[src/rtl/dmem_pkg.sv]
// dmem_pkg: types and constants shared by the data-memory arbiter and its grant logic.
package dmem_pkg;

    typedef enum logic [1:0] {
        IDLE   = 2'd0,
        ACCESS = 2'd1,
        DONE   = 2'd2
    } arb_state_t;

    // Requester identifiers, also used as the round-robin pointer encoding.
    localparam logic REQ_CPU = 1'b0;
    localparam logic REQ_DBG = 1'b1;

    // Width of the memory latency down-counter; MEM_LAT may be 1..15.
    localparam int LAT_CNT_W = 4;

    // A word access is misaligned when either low byte-address bit is set.
    function automatic logic is_misaligned(input logic [1:0] low_bits);
        return low_bits != 2'b00;
    endfunction

endpackage

[src/rtl/dmem_arbiter_if.sv]
// dmem_arbiter_if: CPU port, debug/loader port and memory-side bus of the data-memory arbiter.
// The slave modport is the arbiter's view; master is the view of everything around it.
interface dmem_arbiter_if #(
    parameter int ADDR_W = 10
);
    logic              cpu_req;
    logic              cpu_we;
    logic [31:0]       cpu_addr;
    logic [31:0]       cpu_wdata;
    logic [31:0]       cpu_rdata;
    logic              cpu_ready;

    logic              dbg_req;
    logic              dbg_we;
    logic [31:0]       dbg_addr;
    logic [31:0]       dbg_wdata;
    logic [31:0]       dbg_rdata;
    logic              dbg_ready;

    logic              mem_en;
    logic              mem_we;
    logic [ADDR_W-1:0] mem_addr;
    logic [31:0]       mem_wdata;
    logic [31:0]       mem_rdata;

    logic              err_misalign;

    modport slave (
        input  cpu_req, cpu_we, cpu_addr, cpu_wdata,
        output cpu_rdata, cpu_ready,
        input  dbg_req, dbg_we, dbg_addr, dbg_wdata,
        output dbg_rdata, dbg_ready,
        output mem_en, mem_we, mem_addr, mem_wdata,
        input  mem_rdata,
        output err_misalign
    );

    modport master (
        output cpu_req, cpu_we, cpu_addr, cpu_wdata,
        input  cpu_rdata, cpu_ready,
        output dbg_req, dbg_we, dbg_addr, dbg_wdata,
        input  dbg_rdata, dbg_ready,
        input  mem_en, mem_we, mem_addr, mem_wdata,
        output mem_rdata,
        input  err_misalign
    );

endinterface

[src/rtl/dmem_arb_pick.sv]
// dmem_arb_pick: two-way grant selection between the CPU and debug ports.
// Build option DMEM_ARB_RR_EN: when defined, ties alternate through a 1-bit
// round-robin pointer; when undefined, the debug port always wins a tie.
module dmem_arb_pick
    import dmem_pkg::*;
(
`ifdef DMEM_ARB_RR_EN
    input  logic clk,
    input  logic rst,
    input  logic advance,
`endif
    input  logic cpu_req,
    input  logic dbg_req,
    output logic win_valid,
    output logic win_id
);

    assign win_valid = cpu_req | dbg_req;

`ifdef DMEM_ARB_RR_EN
    logic ptr;

    // A lone requester wins outright; a tie goes to whichever side the pointer names.
    always_comb begin
        win_id = ptr;
        if (cpu_req && !dbg_req) begin
            win_id = REQ_CPU;
        end else if (dbg_req && !cpu_req) begin
            win_id = REQ_DBG;
        end
    end

    // After every grant the pointer moves to the loser so the next tie goes the other way.
    always_ff @(posedge clk or posedge rst) begin
        if (rst) begin
            ptr <= REQ_CPU;
        end else if (advance) begin
            ptr <= ~win_id;
        end
    end
`else
    // Fixed priority: the debug/loader port beats the CPU whenever both ask.
    always_comb begin
        win_id = REQ_CPU;
        if (dbg_req) begin
            win_id = REQ_DBG;
        end
    end
`endif

endmodule

[src/rtl/dmem_arbiter.sv]
// dmem_arbiter: shares the single-port data RAM between the CPU load/store port and the
// debug/loader port. Each access is IDLE -> ACCESS (MEM_LAT+1 cycles) -> DONE, with a
// one-cycle ready pulse to the winner in DONE. Misaligned accesses skip the memory,
// return 0 and set a sticky error flag. Build option DMEM_ARB_RR_EN selects
// round-robin arbitration instead of fixed debug-over-CPU priority.
module dmem_arbiter
    import dmem_pkg::*;
#(
    parameter int ADDR_W  = 10,
    parameter int MEM_LAT = 1
) (
    input logic           clk,
    input logic           rst,
    dmem_arbiter_if.slave bus
);

    localparam logic [LAT_CNT_W-1:0] LAT_INIT = LAT_CNT_W'(MEM_LAT);

    arb_state_t           state;
    arb_state_t           state_nx;
    logic [LAT_CNT_W-1:0] lat_cnt;

    logic                 win_valid;
    logic                 win_id;
    logic                 win_we;
    logic [31:0]          win_addr;
    logic [31:0]          win_wdata;
    logic                 win_mis;
    logic                 grant;

    logic                 lat_id;
    logic                 lat_we;
    logic [ADDR_W-1:0]    lat_addr;
    logic [31:0]          lat_wdata;

    logic [31:0]          cpu_rdata_q;
    logic [31:0]          dbg_rdata_q;
    logic                 err_q;

    logic                 unused_addr_hi;

    dmem_arb_pick u_pick (
`ifdef DMEM_ARB_RR_EN
        .clk       (clk),
        .rst       (rst),
        .advance   (grant),
`endif
        .cpu_req   (bus.cpu_req),
        .dbg_req   (bus.dbg_req),
        .win_valid (win_valid),
        .win_id    (win_id)
    );

    assign win_we    = (win_id == REQ_DBG) ? bus.dbg_we    : bus.cpu_we;
    assign win_addr  = (win_id == REQ_DBG) ? bus.dbg_addr  : bus.cpu_addr;
    assign win_wdata = (win_id == REQ_DBG) ? bus.dbg_wdata : bus.cpu_wdata;
    assign win_mis   = is_misaligned(win_addr[1:0]);
    assign grant     = (state == IDLE) && win_valid;

    // Byte-address bits above the RAM size are dropped, so addresses wrap.
    assign unused_addr_hi = ^win_addr[31:ADDR_W+2];

    assign bus.cpu_rdata    = cpu_rdata_q;
    assign bus.dbg_rdata    = dbg_rdata_q;
    assign bus.err_misalign = err_q;

    // State register; reset drops straight back to IDLE, abandoning any access.
    always_ff @(posedge clk or posedge rst) begin
        if (rst) begin
            state <= IDLE;
        end else begin
            state <= state_nx;
        end
    end

    // Next state plus memory strobe and ready pulses, all decoded from the current state.
    always_comb begin
        state_nx      = state;
        bus.mem_en    = 1'b0;
        bus.mem_we    = 1'b0;
        bus.mem_addr  = lat_addr;
        bus.mem_wdata = lat_wdata;
        bus.cpu_ready = 1'b0;
        bus.dbg_ready = 1'b0;
        case (state)
            IDLE: begin
                if (win_valid) begin
                    state_nx = win_mis ? DONE : ACCESS;
                end
            end
            ACCESS: begin
                if (lat_cnt == LAT_INIT) begin
                    bus.mem_en = 1'b1;
                    bus.mem_we = lat_we;
                end
                if (lat_cnt == '0) begin
                    state_nx = DONE;
                end
            end
            DONE: begin
                state_nx      = IDLE;
                bus.cpu_ready = (lat_id == REQ_CPU);
                bus.dbg_ready = (lat_id == REQ_DBG);
            end
            default: begin
                state_nx = IDLE;
            end
        endcase
    end

    // Latch the winner's request at grant, count down the memory latency, and capture read data.
    always_ff @(posedge clk or posedge rst) begin
        if (rst) begin
            lat_id      <= REQ_CPU;
            lat_we      <= 1'b0;
            lat_addr    <= '0;
            lat_wdata   <= '0;
            lat_cnt     <= '0;
            cpu_rdata_q <= '0;
            dbg_rdata_q <= '0;
            err_q       <= 1'b0;
        end else if (grant) begin
            lat_id    <= win_id;
            lat_we    <= win_we;
            lat_addr  <= win_addr[ADDR_W+1:2];
            lat_wdata <= win_wdata;
            lat_cnt   <= LAT_INIT;
            if (win_mis) begin
                err_q <= 1'b1;
                if (win_id == REQ_DBG) begin
                    dbg_rdata_q <= '0;
                end else begin
                    cpu_rdata_q <= '0;
                end
            end
        end else if (state == ACCESS) begin
            if (lat_cnt != '0) begin
                lat_cnt <= lat_cnt - LAT_CNT_W'(1);
            end else if (!lat_we) begin
                if (lat_id == REQ_DBG) begin
                    dbg_rdata_q <= bus.mem_rdata;
                end else begin
                    cpu_rdata_q <= bus.mem_rdata;
                end
            end
        end
    end

endmodule

[src/flat_wrapper.sv]
// flat-port wrapper written by rule: the top's interface ports become plain ports
module dmem_arbiter_flat import dmem_pkg::*;
#(
    parameter int ADDR_W  = 10,
    parameter int MEM_LAT = 1
)
  (clk, rst, bus_cpu_req, bus_cpu_we, bus_cpu_addr, bus_cpu_wdata, bus_cpu_rdata, bus_cpu_ready, bus_dbg_req, bus_dbg_we, bus_dbg_addr, bus_dbg_wdata, bus_dbg_rdata, bus_dbg_ready, bus_mem_en, bus_mem_we, bus_mem_addr, bus_mem_wdata, bus_mem_rdata, bus_err_misalign);
  dmem_arbiter_if #(.ADDR_W(ADDR_W)) bus_i ();
  input logic clk;
  input logic rst;
  input wire logic [$bits(bus_i.cpu_req)-1:0] bus_cpu_req;
  input wire logic [$bits(bus_i.cpu_we)-1:0] bus_cpu_we;
  input wire logic [$bits(bus_i.cpu_addr)-1:0] bus_cpu_addr;
  input wire logic [$bits(bus_i.cpu_wdata)-1:0] bus_cpu_wdata;
  output wire logic [$bits(bus_i.cpu_rdata)-1:0] bus_cpu_rdata;
  output wire logic [$bits(bus_i.cpu_ready)-1:0] bus_cpu_ready;
  input wire logic [$bits(bus_i.dbg_req)-1:0] bus_dbg_req;
  input wire logic [$bits(bus_i.dbg_we)-1:0] bus_dbg_we;
  input wire logic [$bits(bus_i.dbg_addr)-1:0] bus_dbg_addr;
  input wire logic [$bits(bus_i.dbg_wdata)-1:0] bus_dbg_wdata;
  output wire logic [$bits(bus_i.dbg_rdata)-1:0] bus_dbg_rdata;
  output wire logic [$bits(bus_i.dbg_ready)-1:0] bus_dbg_ready;
  output wire logic [$bits(bus_i.mem_en)-1:0] bus_mem_en;
  output wire logic [$bits(bus_i.mem_we)-1:0] bus_mem_we;
  output wire logic [$bits(bus_i.mem_addr)-1:0] bus_mem_addr;
  output wire logic [$bits(bus_i.mem_wdata)-1:0] bus_mem_wdata;
  input wire logic [$bits(bus_i.mem_rdata)-1:0] bus_mem_rdata;
  output wire logic [$bits(bus_i.err_misalign)-1:0] bus_err_misalign;
  assign bus_i.cpu_req = bus_cpu_req;
  assign bus_i.cpu_we = bus_cpu_we;
  assign bus_i.cpu_addr = bus_cpu_addr;
  assign bus_i.cpu_wdata = bus_cpu_wdata;
  assign bus_cpu_rdata = bus_i.cpu_rdata;
  assign bus_cpu_ready = bus_i.cpu_ready;
  assign bus_i.dbg_req = bus_dbg_req;
  assign bus_i.dbg_we = bus_dbg_we;
  assign bus_i.dbg_addr = bus_dbg_addr;
  assign bus_i.dbg_wdata = bus_dbg_wdata;
  assign bus_dbg_rdata = bus_i.dbg_rdata;
  assign bus_dbg_ready = bus_i.dbg_ready;
  assign bus_mem_en = bus_i.mem_en;
  assign bus_mem_we = bus_i.mem_we;
  assign bus_mem_addr = bus_i.mem_addr;
  assign bus_mem_wdata = bus_i.mem_wdata;
  assign bus_i.mem_rdata = bus_mem_rdata;
  assign bus_err_misalign = bus_i.err_misalign;
  dmem_arbiter #(.ADDR_W(ADDR_W), .MEM_LAT(MEM_LAT)) u_core (.clk(clk), .rst(rst), .bus(bus_i));
endmodule
[config.mk]
export PLATFORM = sky130hd
export DESIGN_NAME = dmem_arbiter_flat
export DESIGN_NICKNAME = d
export VERILOG_FILES = /design/src/rtl/dmem_pkg.sv /design/src/rtl/dmem_arbiter_if.sv /design/src/rtl/dmem_arb_pick.sv /design/src/rtl/dmem_arbiter.sv /design/src/flat_wrapper.sv
export SDC_FILE = /design/constraint.sdc
export NUM_CORES = 1
export LEC_CHECK = 0
export BUFFER_PORTS_ARGS = -buffer_cell sky130_fd_sc_hd__buf_2
export CAP_MARGIN = 30
export CORE_ASPECT_RATIO = 0.5
export CORE_MARGIN = 1
export CORE_UTILIZATION = 40
export DETAILED_ROUTE_END_ITERATION = 8
export GPL_ROUTABILITY_DRIVEN = 0
export PLACE_DENSITY = 0.76
export RECOVER_POWER = 50
export SYNTH_ARGS = -nofsm -noshare
export SYNTH_HDL_FRONTEND = slang
export SYNTH_SLANG_ARGS = --single-unit
[constraint.sdc]
create_clock -name clk -period 3.2 [get_ports clk]
set_input_delay 0.32 -clock clk [delete_from_list [all_inputs] [get_ports clk]]
set_output_delay 0.32 -clock clk [all_outputs]
set_load 0.005 [all_outputs]
After elaboration in Yosys (flattened, before gate mapping)
Cells that the tools add are included.

Output and inout bits: 111. Bits of input ports: 166. Word-level logic and storage cells: 67. Register bits after elaboration: 115.

Bitwise operators: 2. Reduce and logical (&&, ||, !) cells: 13. Add/subtract/negate cells: 1. Multiplexer cells: 31. Eq/ne operators: 11.

Operator list (count): $mux 32 (15); $ne 2x1->1 const B (7); $mux 12 (1); $mux 4 (3); $reduce_and 6->1 (2); $mux 1 (8); $reduce_bool 2->1 (4); $mux 2 (3); $reduce_and 2->1 (3); $eq 4x1->1 const B (1); $logic_not 4->1 (1); $pmux 2 s2 (1); $reduce_bool 4->1 (1); $sub 4x1->4 const B (1); $eq 2x1->1 const B (1); $eq 2x2->1 const B (1); $logic_not 2->1 (1); $ne 2x2->1 const B (1); $logic_and 1x1->1 (1); $not 1->1 (1); $or 1x1->1 (1).

Depth between registers and ports, before layout
Gate-level depths: netlist of run 1.

Depth in word-level cells: 6. Depth in mapped cells: 6. Depth with buffers taken out: 5.

Hierarchy
From an unflattened synthesis of run 1, not the netlist that was laid out.

Cells, all modules: 485. Area, all modules: 5353.9 µm².

By module, submodules not included: dmem_arbiter (area each 5340.1 µm², seq. area each 2877.8 µm², cells each 483, times used 1); dmem_arb_pick (area each 13.8 µm², seq. area each 0.0 µm², cells each 2, times used 1).

Worst setup path before layout of run 1
No wires, ideal clock.

Path kind: reg-to-reg. From: register u_core.lat_cnt[2]. To: register u_core.dbg_rdata_q[22], in the netlist u_core.bus.dbg_rdata[22]. Setup slack: 1381 ps. Arrival time: 1694 ps. Stages on the path, launching flop included: 6. Required time: 3075 ps. Setup time: 125 ps. Path buffers: 1. Cells stage by stage: dfrtp_1 nor4b_4 nand2_2 o32ai_4 buf_6 mux2_2.

Word-level cells in the longest chain between the ends: 3.

Ends and longest elaborated chain: start: declaration (line dmem_arbiter.sv:21) `logic [LAT_CNT_W-1:0] lat_cnt;`; start signal: assignment (line dmem_arbiter.sv:138) `lat_cnt <= lat_cnt - LAT_CNT_W'(1);`; $reduce_bool 4->1 (line dmem_arbiter.sv:137) `if (lat_cnt != '0) begin`; $ne 2x1->1 (no line); $reduce_and 6->1 (no line); end signal: assignment (line dmem_arbiter.sv:141) `dbg_rdata_q <= bus.mem_rdata;`; end: declaration (line dmem_arbiter.sv:37) `logic [31:0] dbg_rdata_q;`.

Every way passes these cells. A chain may end at the register's enable or synchronous reset.

Worst setup path after layout of run 1
From: register u_core.lat_cnt[2]. To: register u_core.dbg_rdata_q[24], in the netlist u_core.bus.dbg_rdata[24].

Same word-level chain as after synthesis.

==> run metrics, run 1 <==
outcome=complete, no violations; GRT busiest layer=met2; CORE AREA=0.0119 mm2; Worst EP arrival=2.39 ns; Setup TNS Final=0 ns; worst-skew pair later-pin latency=0.40 ns; IO Count=277; R2R depth=5; fin cells=827; P_leak=3.48 nW; met3 Track Usage GR=4.55%; FMAX=0.472 GHz; Slowest-stage cell, CP=dfrtp_1; ys async rst share=100%; # clock sinks=115; detailed router's first-iteration violation count=202; Post-Syn Area=0.00497 mm2; worst min-delay path class=in -> reg; normalized max-slew margin=15.7%; pwr dens=1010 mW/mm2; Distinct cells, synth=34; # rows=28; Clock Skew=0.00905 ns; Area Overhead vs Synth=38.8%; deepest clock path buffer count=2; Die Area=0.0129 mm2; first-pass GRT wire length=19.3 mm; Setup Crit Path Kind=reg -> reg; CP max stage delay=0.44 ns; top-count cell post-synth=dfrtp_1; grt ovf=0; RSZ-0062 raised after global routing=false; synthesized area per cell=12.0 um2; VDD IR max=0.431 mV; routed wire length=12.3 mm; Pre-antenna DRT Iters=5; initial core utilization=41.6%; top post-synthesis cells by area=dfrtp_1 (58%), mux2_2 (14%), a22oi_1 (6.5%), nand3_1 (4.3%), and2_1 (4.2%); critical path launch point type=flop; CTS Buf Count=17; Ant. Diodes=0; Slew @ Worst Pin=1.26 ns; Final ANT Viol Nets=0; share of layout cells above drive strength 1=48.0%; met1 global-route usage=23.8%; min Tclk post-route=2.12 ns; Syn Inst Count=413; Overall Power=6.96 mW; met2 usage=32.8%; vias post-DR=4093; R2R Path Start=u_core.lat_cnt[2]; DP HPWL=8.29 mm; final setup violation count=0; CTS H-tree lvls=4; Synth top cells by count=dfrtp_1 (115), mux2_2 (61), nand2_1 (49); Via density=4.95; placed cells=795; #FFs+latches synth=115; leading area contributor after synthesis=dfrtp_1; Final Core Density=57.7%; Hold EP=u_core.bus.mem_wdata[2]; clock slew at reported path FFs=0.06 ns; required time of the critical path=3.47 ns; DRC Markers=0; Period Utilization, post-route=66.2%; post-DR wirelength/cell=14.8 um; initial antenna violation count=0; Final Hold Viols=0; max-cap violation count=0; sequential area share after synthesis=57.9%; IO buf count=236; Most used DFF post-synth=dfrtp_1; crit end category=flop; CP Cell Sequence=nor4b_4 > nand2_2 > o32ai_4 > buf_4 > mux2_2; final instance area=0.00689 mm2; DIE HEIGHT=80.8 um; largest net degree at the start of global routing=47; CTS tree=yes; chip width=160 um; CTS-repair resized insts=0; CP max FO=32; R2R Path End=u_core.bus.dbg_rdata[24]; hold_buf cts=0; Worst Hold Launch=bus_dbg_wdata[2]; Final #Nets=818; Min-Delay Path Depth=3; area of placed instances=0.00631 mm2; Mapped Nets=582; postcts setup bufs=0; Reg2Reg Setup Slack=1.08 ns; YS warnings=0; root buf cell=clkbuf_16; EDFF count, synth=0; vias in the first global route=3941; GRT Total Usage=19.2%; Max Slew Vio Count=0; Yosys top cell area share=57.9%
kinds of logic after synthesis:
kind of cell	Yosys count	synth area share, %
AOI/OAI and AO/OA	55	8.77
muxes	66	14.9
adders and majority gates	3	0.756
DFF	115	57.9
xor gates and xnor gates	1	0.176
and+or+nand+nor	140	14.2
buffers and inverters	33	3.28
cell type report:
| class | count | area (um2) |
|---|---|---|
| fillers | 1010 | 5050 |
| flip-flops and latches | 115 | 2880 |
| multi-input cells | 265 | 1940 |
| repair buffers | 245 | 1210 |
| clock buffers | 20 | 457 |
| well taps | 165 | 206 |
| clock inverters | 12 | 179 |
| inverters | 5 | 20.0 |
where the power goes:
part | internal, mW | switching (mW)
clock network | 1.35 | 0.665
registers | 2.13 | 0.378
logic | 1.22 | 1.23
worst max-delay path: cells and delay by family, from the launching register on:
family	cells	cell delay (ns)
AO/OA/AOI/OAI	1	0.21
buffers and inverters	1	0.44
AND/OR/NAND/NOR	2	0.50
multiplexers	1	0.40
flip-flops	1	0.44
worst max path at each step:
stage,startpoint,endpoint,slack [ns],cells after the start
2_1_floorplan,u_core.lat_cnt[2],u_core.bus.dbg_rdata[22],1.38,5
3_3_place_gp,u_core.lat_cnt[2],u_core.bus.dbg_rdata[4],1.11,5
3_5_place_dp,u_core.lat_cnt[2],u_core.bus.dbg_rdata[24],1.06,5
4_1_cts,u_core.lat_cnt[2],u_core.bus.dbg_rdata[24],1.05,5
5_1_grt,rst,u_core.bus.mem_addr[4],0.96,3
6_report,u_core.lat_cnt[2],u_core.bus.dbg_rdata[24],1.08,5
registers in the layout, summed over array words and instances, names as in the netlist:
register	flops
u_core.lat_cnt	4
u_core.bus.mem_wdata	32
u_core.lat_we	1
u_core.state	2
u_core.bus.err_misalign	1
u_core.bus.mem_addr	10
u_core.bus.cpu_rdata	32
u_core.bus.dbg_rdata	32
u_core.lat_id	1
cell usage in the layout, fill, tap and decap left out, types with 3 or more instances in the layout:
master      count
nand2_1        49
nor2_1          5
inv_1           3
and2_1         33
a21oi_1         3
mux2_1          3
mux2_2         61
bufinv_16       4
buf_4           7
ha_1            3
clkbuf_16      17
nand3_1        43
clkbuf_1       28
clkinvlp_4      6
a22oi_1        43
buf_2         209
dfrtp_1       115
per-layer routing:
layer	up-vias	routed length (um)
met5	-	0
met4	0	145
met3	12	609
met2	148	6090
met1	1999	5410
li1	1934	-
through the flow:
stage / setup WS (ns) / hold WS, ns
2_1_floorplan: 1.38 / 0.449
3_3_place_gp: 1.11 / 0.431
3_5_place_dp: 1.06 / 0.445
5_1_grt: 0.957 / 0.128
4_1_cts: 1.05 / 0.0194
6_report: 1.08 / 0.141
Power figures use the tool's default switching activity.
==> run 2: changes to the inputs <==
Clock period 3.2 ns to 1.7 ns, I/O delays scaled along.
==> run metrics, run 2 (synthesis results as in run 1) <==
routed wire length=16.0 mm (was 12.3 mm); VDD IR max=0.767 mV (was 0.431 mV); share of layout cells above drive strength 1=49.1% (was 48.0%); Die Area=0.0129 mm2 (unchanged); Overall Power=14.9 mW (was 6.96 mW); # rows=28 (unchanged); vias post-DR=4697 (was 4093); Final ANT Viol Nets=0 (unchanged); CTS tree=yes (unchanged); pwr dens=1810 mW/mm2 (was 1010 mW/mm2); max-cap violation count=0 (unchanged); outcome=complete, but fails checks (was complete, no violations); first-pass GRT wire length=23.2 mm (was 19.3 mm); normalized max-slew margin=31.2% (was 15.7%); placed cells=810 (was 795); worst min-delay path class=in -> reg (unchanged); deepest clock path buffer count=2 (unchanged); IO Count=277 (unchanged); Via density=5.08 (was 4.95); Setup Crit Path Kind=reg -> reg (unchanged); CTS H-tree lvls=4 (unchanged); FMAX=0.517 GHz (was 0.472 GHz); critical path launch point type=flop (unchanged); root buf cell=clkbuf_16 (unchanged); Slowest-stage cell, CP=dfrtp_1 (unchanged); largest net degree at the start of global routing=116 (was 47); Area Overhead vs Synth=66.0% (was 38.8%); most frequent cells in the layout=buf_2 (224), dfrtp_1 (115), dlygate4sd3_1 (69), nand2_1 (49), mux2_4 (45) (was buf_2 (209), dfrtp_1 (115), mux2_2 (61), nand2_1 (49)); # clock sinks=115 (unchanged); DRC Markers=0 (unchanged); CP Cell Sequence=nor4b_4 > nand2_2 > buf_6 > o31ai_4 > buf_12 > mux2_2 (was nor4b_4 > nand2_2 > o32ai_4 > buf_4 > mux2_2); initial antenna violation count=0 (unchanged); Slew @ Worst Pin=1.03 ns (was 1.26 ns); Final #Nets=914 (was 818); initial core utilization=41.6% (unchanged); failing checks=negative setup slack; grt ovf=0 (unchanged); P_leak=4.18 nW (was 3.48 nW); fin cells=924 (was 827); detailed router's first-iteration violation count=224 (was 202); Period Utilization, post-route=114% (was 66.2%); IO buf count=236 (unchanged); setup ws final=-0.235 ns (was 1.08 ns); Clock Skew=0.00831 ns (was 0.00905 ns); chip width=160 um (unchanged); CORE AREA=0.0119 mm2 (unchanged); final setup violation count=65 (was 0); clock slew at reported path FFs=0.05 ns (was 0.06 ns); CP max FO=20 (was 32); DP HPWL=8.80 mm (was 8.29 mm); RSZ-0062 raised after global routing=true (was false); Final Hold Viols=0 (unchanged); Final Core Density=69.0% (was 57.7%); worst-skew pair later-pin latency=0.40 ns (about the same); required time of the critical path=1.98 ns (was 3.47 ns); GRT Total Usage=23.1% (was 19.2%); commonest non-fill, non-tap cell in the layout=buf_2 (unchanged); crit end category=flop (unchanged); min Tclk post-route=1.93 ns (was 2.12 ns); CTS Buf Count=17 (unchanged); vias in the first global route=4747 (was 3941); post-DR wirelength/cell=17.3 um (was 14.8 um); Worst EP arrival=2.21 ns (was 2.39 ns); DIE HEIGHT=80.8 um (unchanged); Pre-antenna DRT Iters=5 (unchanged); Max Slew Vio Count=0 (unchanged); DP Worst Slack=-0.202 ns (was 1.06 ns); CP max stage delay=0.41 ns (was 0.44 ns)
==> run 2: per-stage QoR <==
step	setup TNS, ns	area, um2	hold slack [ns]
6_report	-13.00	8240	0.0160
5_1_grt	-19.34	8240	0.00732
4_1_cts	-8.27	8030	0.000113
3_5_place_dp	-9.56	6560	0.397
3_3_place_gp	-6.69	6560	0.390
2_1_floorplan	-6.23	5010	0.299
==> run 2: path summary, 6_finish.rpt <==
kind | startpoint | endpoint | slack (ns) | depth (start not counted)
max in group asynchronous | rst | u_core.bus.cpu_rdata[1] | 0.34 | 4
max reg2reg | u_core.lat_cnt[2] | u_core.bus.cpu_rdata[7] | -0.23 | 6
min | bus_cpu_wdata[2] | u_core.bus.mem_wdata[2] | 0.02 | 3
min reg2reg | u_core.bus.err_misalign | u_core.bus.err_misalign | 0.49 | 1
min in group asynchronous | rst | u_core.bus.mem_addr[1] | 0.70 | 4
max | u_core.lat_cnt[2] | u_core.bus.cpu_rdata[7] | -0.23 | 6
==> run 2: critical path, delay by kind of cell (launching register included) <==
family | cells | cell delay [ns]
AOI/OAI and AO/OA | 1 | 0.24
muxes | 1 | 0.35
DFF | 1 | 0.41
buffers and inverters | 2 | 0.37
and+or+nand+nor | 2 | 0.45
==> run 2: area by class of cell <==
cell class,count,area [um2]
multi-input combinational,265,2150
clock buffer,23,488
antenna,1,2.50
fill,821,3700
clock inverter,9,150
sequential,115,2880
inverter,5,22.5
tap,165,206
timing repair buffer,341,2350
==> run 2: per-layer routing <==
layer / global-route usage (%) / part of all wire (%) / wire length, um / vias to the layer above
met2: 42.4 / 52 / 8280 / 215
met3: 5.92 / 4.9 / 775 / 40
met5: 0 / 0 / 0 / -
li1: - / - / - / 2124
met4: 10.5 / 2.6 / 408 / 0
met1: 26.0 / 41 / 6520 / 2318
==> run 2: what timing repair did <==
action | 4_1_cts | 5_1_grt
setup buffers | 4 | 5
endpoints found under the hold margin | 149 | 0
endpoints found under the setup margin | 67 | 99
pin swaps | 0 | 5
gates cloned | 1 | 5
gates resized for setup | 26 | 32
hold buffers | 69 | 0
==> run 2: power by group <==
part	leakage (nW)	internal (mW)	total [mW]	switching [mW]
Combinational	2.45	3.52	6.33	2.82
Clock	0.309	2.60	3.82	1.22
Sequential	1.42	4.01	4.79	0.782
